===== config.mk =====
export PLATFORM = sky130hd
export DESIGN_NAME = logic_acc_win
export DESIGN_NICKNAME = d
export VERILOG_FILES = /design/src/rtl/logic_acc_win.sv
export SDC_FILE = /design/constraint.sdc
export NUM_CORES = 1
export LEC_CHECK = 0
export CAP_MARGIN = 10
export CORE_UTILIZATION = 60
export CTS_BUF_LIST = sky130_fd_sc_hd__clkbuf_4 sky130_fd_sc_hd__clkbuf_8
export CTS_CLUSTER_DIAMETER = 200
export DETAILED_ROUTE_END_ITERATION = 10
export HOLD_SLACK_MARGIN = 0.12
export PLACE_DENSITY = 0.86
export SYNTH_ARGS = -nofsm -noshare
export SYNTH_HDL_FRONTEND = slang
export SYNTH_SLANG_ARGS = --single-unit

===== constraint.sdc =====
create_clock -name ib_clk -period 4.2 [get_ports ib_clk]
set_clock_uncertainty 0.15 [all_clocks]
set_input_delay 0.84 -clock ib_clk [delete_from_list [all_inputs] [get_ports ib_clk]]
set_output_delay 0.84 -clock ib_clk [all_outputs]
set_load 0.05 [all_outputs]

===== src/rtl/logic_acc_win.sv =====
// Multi-channel windowed reduction accumulator: folds PAR_WIN_LEN accepted samples per lane
// with a per-window latched XOR/OR/AND/ADD operator and strobes out each completed result.
module logic_acc_win #(
    parameter int PAR_DATA_BITS = 8,
    parameter int PAR_CHANNELS  = 4,
    parameter int PAR_WIN_LEN   = 16,
    localparam int CNT_W        = (PAR_WIN_LEN > 1) ? $clog2(PAR_WIN_LEN) : 1
) (
    input  logic                                  ib_clk,
    input  logic                                  ib_rst,
    input  logic [1:0]                            ivG_mode,
    input  logic                                  ib_clear,
    input  logic                                  ib_valid,
    input  logic [PAR_CHANNELS*PAR_DATA_BITS-1:0] ivG_data,
    output logic                                  ob_valid,
    output logic [PAR_CHANNELS*PAR_DATA_BITS-1:0] ovG_data,
    output logic [CNT_W-1:0]                      ovG_count
);

    localparam int              W        = PAR_DATA_BITS;
    localparam int              BUS_W    = PAR_CHANNELS * PAR_DATA_BITS;
    localparam logic [CNT_W-1:0] LAST_CNT = CNT_W'(PAR_WIN_LEN - 1);

    typedef enum logic [1:0] {
        MODE_XOR = 2'b00,
        MODE_OR  = 2'b01,
        MODE_AND = 2'b10,
        MODE_ADD = 2'b11
    } mode_e;

    typedef enum logic {
        ST_IDLE,
        ST_ACC
    } state_e;

    state_e           state_q, state_d;
    mode_e            mode_q,  mode_d;
    logic [CNT_W-1:0] count_q, count_d;
    logic [BUS_W-1:0] acc_q,   acc_d;
    logic [BUS_W-1:0] res_q,   res_d;
    logic             valid_q, valid_d;
    logic [BUS_W-1:0] acc_op;

    function automatic logic [W-1:0] lane_op(input mode_e mode, input logic [W-1:0] a,
                                             input logic [W-1:0] b);
        case (mode)
            MODE_XOR: return a ^ b;
            MODE_OR:  return a | b;
            MODE_AND: return a & b;
            default:  return a + b;  // ADD wraps inside the lane
        endcase
    endfunction

    always_comb begin
        acc_op = '0;
        for (int c = 0; c < PAR_CHANNELS; c++) begin
            acc_op[c*W +: W] = lane_op(mode_q, acc_q[c*W +: W], ivG_data[c*W +: W]);
        end
    end

    // NOTE: every _d takes its _q value first, so no path through this block can infer a latch.
    always_comb begin
        state_d = state_q;
        mode_d  = mode_q;
        count_d = count_q;
        acc_d   = acc_q;
        res_d   = res_q;
        valid_d = 1'b0;

        if (ib_clear) begin
            state_d = ST_IDLE;
            count_d = '0;
        end else if (ib_valid) begin
            if (state_q == ST_IDLE) begin
                // The first sample of a window is the seed; no identity value is required.
                acc_d  = ivG_data;
                mode_d = mode_e'(ivG_mode);
                if (PAR_WIN_LEN == 1) begin
                    res_d   = ivG_data;
                    valid_d = 1'b1;
                end else begin
                    state_d = ST_ACC;
                    count_d = CNT_W'(1);
                end
            end else if (count_q == LAST_CNT) begin
                res_d   = acc_op;
                valid_d = 1'b1;
                state_d = ST_IDLE;
                count_d = '0;
            end else begin
                acc_d   = acc_op;
                count_d = count_q + CNT_W'(1);
            end
        end
    end

    // NOTE: non-blocking assignments throughout, so every flop samples pre-edge values.
    // NOTE: accumulators are reset too, so a mid-window reset can never leak a stale partial.
    always_ff @(posedge ib_clk) begin
        if (ib_rst) begin
            state_q <= ST_IDLE;
            mode_q  <= MODE_XOR;
            count_q <= '0;
            acc_q   <= '0;
            res_q   <= '0;
            valid_q <= 1'b0;
        end else begin
            state_q <= state_d;
            mode_q  <= mode_d;
            count_q <= count_d;
            acc_q   <= acc_d;
            res_q   <= res_d;
            valid_q <= valid_d;
        end
    end

    assign ob_valid  = valid_q;
    assign ovG_data  = res_q;
    assign ovG_count = count_q;

endmodule


# Yosys cells after proc, flatten, opt, wreduce, memory -nomap -nowiden

Cells that the tools add are included.

Multiplexer cells: 11
Add/subtract/negate cells: 5
Order comparisons: 0
Multipliers: 0
Shifts and indexed selects: 0
Equal/unequal tests: 4
Reductions and logical operators: 6
Div/mod/pow operators: 0
Bitwise logic cells: 15

Operators by type and width:

| cell                                          | count |
|---|---|
| one-hot mux 8 bit (3 select lines)            | 4 |
| 2-to-1 mux 32 bit                             | 2 |
| adder 8 bit                                   | 4 |
| bitwise AND 8 bit                             | 4 |
| OR 8 bit                                      | 4 |
| bitwise XOR 8 bit                             | 4 |
| 2-to-1 mux 4 bit                              | 2 |
| AND reduction 3 bit                           | 2 |
| adder 4 x 1 -> 4 bit, second input constant   | 1 |
| == test 4 bit, second input constant          | 1 |
| AND reduction 4 bit                           | 1 |
| OR reduction 4 bit                            | 1 |
| 2-to-1 mux 1 bit                              | 3 |
| inverter 1 bit                                | 3 |
| == test 2 x 1 -> 1 bit, second input constant | 1 |
| == test 2 bit, second input constant          | 1 |
| zero test 2 bit                               | 1 |
| inequality test 2 bit, second input constant  | 1 |
| OR reduction 2 bit                            | 1 |

Bits in latches: 0
Bits of input ports: 38
Word-level logic and storage cells: 47
Bits in registers: 72
RAM bits: 0
Memories kept: 0
ROM bits: 0
Output and inout bits: 37

# Logic depth before layout (Yosys ltp)

Depth in word-level cells: 4
Gate-level depth with buffers: 8
Gate-level depth less buffers: 8

# Worst setup path after synthesis

OpenSTA, ideal clock, no wires.

Path type: input port to flip-flop
Start point: input port ivG_data[24]
End point: register acc_q[25]
Stages: 7
Required time: 3985 ps
Setup time: 65 ps
Arrival: 2338 ps
Setup slack: 1647 ps
Path through: ha_1 -> inv_1 -> fa_1 -> mux4_2 -> a211oi_1 -> a21oi_1 -> nor2_1

Longest elaborated chain between the ends: 4

RTL lines:

| item                               | line | text |
|---|---|---|
| start: declaration                 | 14   | `input logic [PAR_CHANNELS*PAR_DATA_BITS-1:0] ivG_data,` |
| adder 8 bit                        | 50   | `default: return a + b;` |
| one-hot mux 8 bit (3 select lines) | 46   | `case (mode)` |
| 2-to-1 mux 32 bit                  | 85   | `end else if (count_q == LAST_CNT) begin` |
| 2-to-1 mux 32 bit                  | 74   | `if (state_q == ST_IDLE) begin` |
| end signal: assignment             | 104  | `acc_q <= '0;` |
| end signal: assignment             | 111  | `acc_q <= acc_d;` |
| end: declaration                   | 39   | `logic [BUS_W-1:0] acc_q, acc_d;` |

No other way between the ends. The select of a mux whose other input is x is not followed.
A chain may end at the register's enable or synchronous reset.

# Final worst setup path

Start point: input port ivG_data[9]
End point: register acc_q[14]

Same word-level chain as after synthesis.

==> summary.md <==
| Metric | Value |
|---|---|
| 1st-pass router iterations | `5` |
| Initial DRC Count | `458` |
| Setup TNS | `0 ns` |
| Top sig layer | `met4` |
| Post-route minimum period | `3.033 ns` |
| First-pass GRT wire length | `25740 µm` |
| Worst setup EP type | `flip-flop` |
| Pwr dens | `~280 mW/mm²` |
| FF+latch area | `approximately 0.0014 mm²` |
| Fmax | `329.7 MHz` |
| Post-cts hold buffer count | `0` |
| Post-synth EDFFs | `0` |
| Layout area overhead | `16.65%` |
| Crit path cell chain | `clkdlybuf4s50_1, inv_1, ha_1, a211o_2, a21o_1, and4_1, nor3_1, a221oi_1` |
| Wire length per cell | `16.76 µm` |
| CP required | `4.25 ns` |
| Die Y | `99.63 µm` |
| Initial antenna violation count | `0` |
| Cts repair resizes | `0` |
| Ys async rst share | `0%` |
| Fin crit share | `between 70 and 80%` |
| Core area | `0.009240 mm²` |
| WHS | `approximately 0.31 ns` |
| Die Span X | `99.63 µm` |
| Buf+Inv Stages, Crit Path | `2` |
| Max transition margin | `40.92%` |
| Number of fillers in the final layout | `about 730` |
| Pleak | `2.619 nW` |
| Syn nets | `835` |
| Clk slew on worst S/H paths | `0.08 ns` |
| Main area contributors after synthesis | `dfxtp_1 25%, ha_1 15%, a211oi_1 7.1%` |
| #FFs+latches synth | `72` |
| Reg-to-Reg End | `acc_q[7]` |
| Setup WS post-layout | `around 1.2 ns` |
| Worst min path class | `reg -> reg` |
| Final hold violations | `0` |
| Starting density of the core | `61.90%` |
| Critical-path top delay cell | `clkdlybuf4s50_1` |
| Final GP Congestion | `0.8921` |
| Maximum root-to-sink buffer count | `2` |
| Htree depth | `3` |
| CP Capture Point | `acc_q[14]` |
| Cell Rows | `35` |
| Total grt overflow | `0` |
| Top FF cell, synth | `dfxtp_1` |
| NumNets Final | `just under 900` |
| Yosys top cell area share | `between 20 and 30%` |
| Crit path DAT | `a little over 3 ns` |
| Ports | `75` |
| Diodes inserted | `0` |
| CTS tree | `yes` |
| Most common cell after layout, fill and taps aside | `inv_1` |
| Post-synthesis sequential area ratio | `about a quarter` |
| Final setup vio count | `0` |
| Outcome | `finished clean` |
| Place WS | `0.8251 ns` |
| Largest area contributor in the netlist | `dfxtp_1` |
| Avg Cell Area, Syn | `7.856 µm²` |
| Routed met3 length | `roughly 1400 µm` |
| RSZ-0062 raised after global routing | `no` |
| Commonest non-fill, non-tap cells in the layout | `83 x inv_1, 73 x clkdlybuf4s50_1, 72 x nor2_1, 71 x dfxtp_1, 68 x ha_1` |
| Crit. Startpoint | `ivG_data[9]` |
| Worst Path Max Fanout | `6` |
| Max-cap check violation count | `0` |
| Pin count of the biggest net entering global routing | `50` |
| WL met2 | `~7100 µm` |
| Sink Count | `72` |
| Post-CTS setup buffer count | `0` |
| CP Launch Type | `input port` |
| Cells after Synth | `728` |
| Vias in the first global route | `5574` |
| Maximum vdd drop | `0.1551 mV` |
| DRT met1 WL | `roughly 6400 µm` |
| Total power | `0.001843 W` |
| Via/cell ratio | `6.168` |
| TritonCTS Buffers | `9` |
| Multi-input combinational cell area | `0.003714 mm²` |
| Detailed Route WL | `between 15000 and 20000 µm` |
| Post-Synthesis Cell Area | `0.005719 mm²` |
| Die area | `0.009926 mm²` |
| Reg2Reg Depth | `5` |
| Port Buffers | `74` |
| Kind of cell adding the most delay to the critical path | `compound AO/OA/AOI/OAI gates` |
| R2R setup slack | `1.48 ns` |
| Share of post-route cells with drive strength above 1 | `6.410%` |
| Max-slew violations | `0` |
| CP Class | `in -> reg` |
| Netlist cell types | `56` |
| Max stage delay on crit path | `0.51 ns` |
| Routed vias | `5607` |
| DRC errors left | `0` |
| Cell depth of the worst setup path | `8` |
| Root Driver | `clkbuf_8` |
| Worst Tran Pin Value | `0.8850 ns` |
| DRT antenna net count | `0` |
| Yosys warns | `0` |
| RR Startpoint | `state_q` |
| Clock latency on the worst-skew pair | `0.36 ns` |
| Hpwl dp | `10500 µm` |
| GRT Total Usage | `32.36%` |
==> cell usage after synthesis (3+ instances only) <==
library cell	n
a211o_1	10
a211oi_1	54
a21o_1	3
a21oi_1	49
a221o_1	3
a221oi_1	7
a2bb2oi_1	3
a311oi_1	11
buf_2	13
buf_4	4
buf_6	5
clkbuf_1	23
dfxtp_1	72
ha_1	68
inv_1	83
mux2_2	3
mux2i_1	11
mux4_2	9
nand2_1	65
nand2b_1	6
nand3_1	14
nand3b_1	4
nor2_1	74
nor2b_1	5
nor3_1	14
o211ai_1	9
o21ai_0	50
o21ai_1	3
o31ai_1	5
o32ai_1	5
xnor2_1	7
xor2_1	4
==> per-stage QoR <==
| stage | instance area (µm²) | std cells | util [%] |
|---|---|---|---|
| 2_1_floorplan | 5719 | 728 | - |
| 4_1_cts | 6671 | 909 | 72.20 |
| 6_report | 6671 | 909 | 72.20 |
| 3_3_place_gp | 6432 | 893 | 69.61 |
| 3_5_place_dp | 6432 | 893 | 69.61 |
| 5_1_grt | 6671 | 909 | 72.20 |
==> how the worst min path moves through the flow <==
stage / to / slack [ns] / from / cells after the start
after floorplan: acc_q[24] / 0.30 / acc_q[24] / 2
after global placement: ovG_data[19] / 0.29 / ovG_data[19] / 2
after detailed placement: ovG_data[3] / 0.30 / ovG_data[3] / 2
after CTS: ovG_data[3] / 0.31 / ovG_data[3] / 2
after global routing: ovG_data[3] / 0.34 / ovG_data[3] / 2
final: ovG_data[3] / 0.31 / ovG_data[3] / 2
==> layer usage <==
layer / track usage, % / vias to the layer above
met4: 11.09 / 0
met2: 54.86 / 283
met3: 5.622 / 39
met5: 0 / -
li1: - / 2675
met1: 41.55 / 2610
==> layout make-up <==
type | instances | share of cell area, %
clock buffer | 10 | 1.969
clock inverter | 6 | 1.613
inverter | 83 | 4.670
multi-input combinational | 526 | 55.66
sequential | 72 | 21.62
tap | 129 | 2.419
timing repair buffer | 83 | 12.04
==> registers in the layout (all words and copies together), names as in the netlist <==
| register | flops |
|---|---|
| acc_q | 32 |
| ovG_data | 32 |
| ovG_count | 4 |
| mode_q | 2 |
| ob_valid | 1 |
| state_q | 1 |
==> cell families after synthesis <==
logic type,count (synthesis),share of synthesized area [%]
mux,23,6.060
compound gates,229,26.93
buf+inv,130,10.04
simple gates,194,14.86
flops,72,25.20
fa+ha+maj,69,15.23
xor+xnor,11,1.684
==> report_power, final <==
group | leakage (nW) | internal, W | total, W | switching, W
logic | 1.91 | 0.000185 | 0.000434 | 0.000249
clock network | 0.120 | 0.000399 | 0.000683 | 0.000283
registers | 0.586 | 0.000703 | 0.000726 | 0.0000236
total | 2.62 | 0.00129 | 0.00184 | 0.000556
==> tightest hold or removal path, stage by stage, from the launching register on <==
cell	delay [ns]
dfxtp_1	0.31
nand2_1	0.05
a21oi_1	0.05
Power figures use the tool's default switching activity.
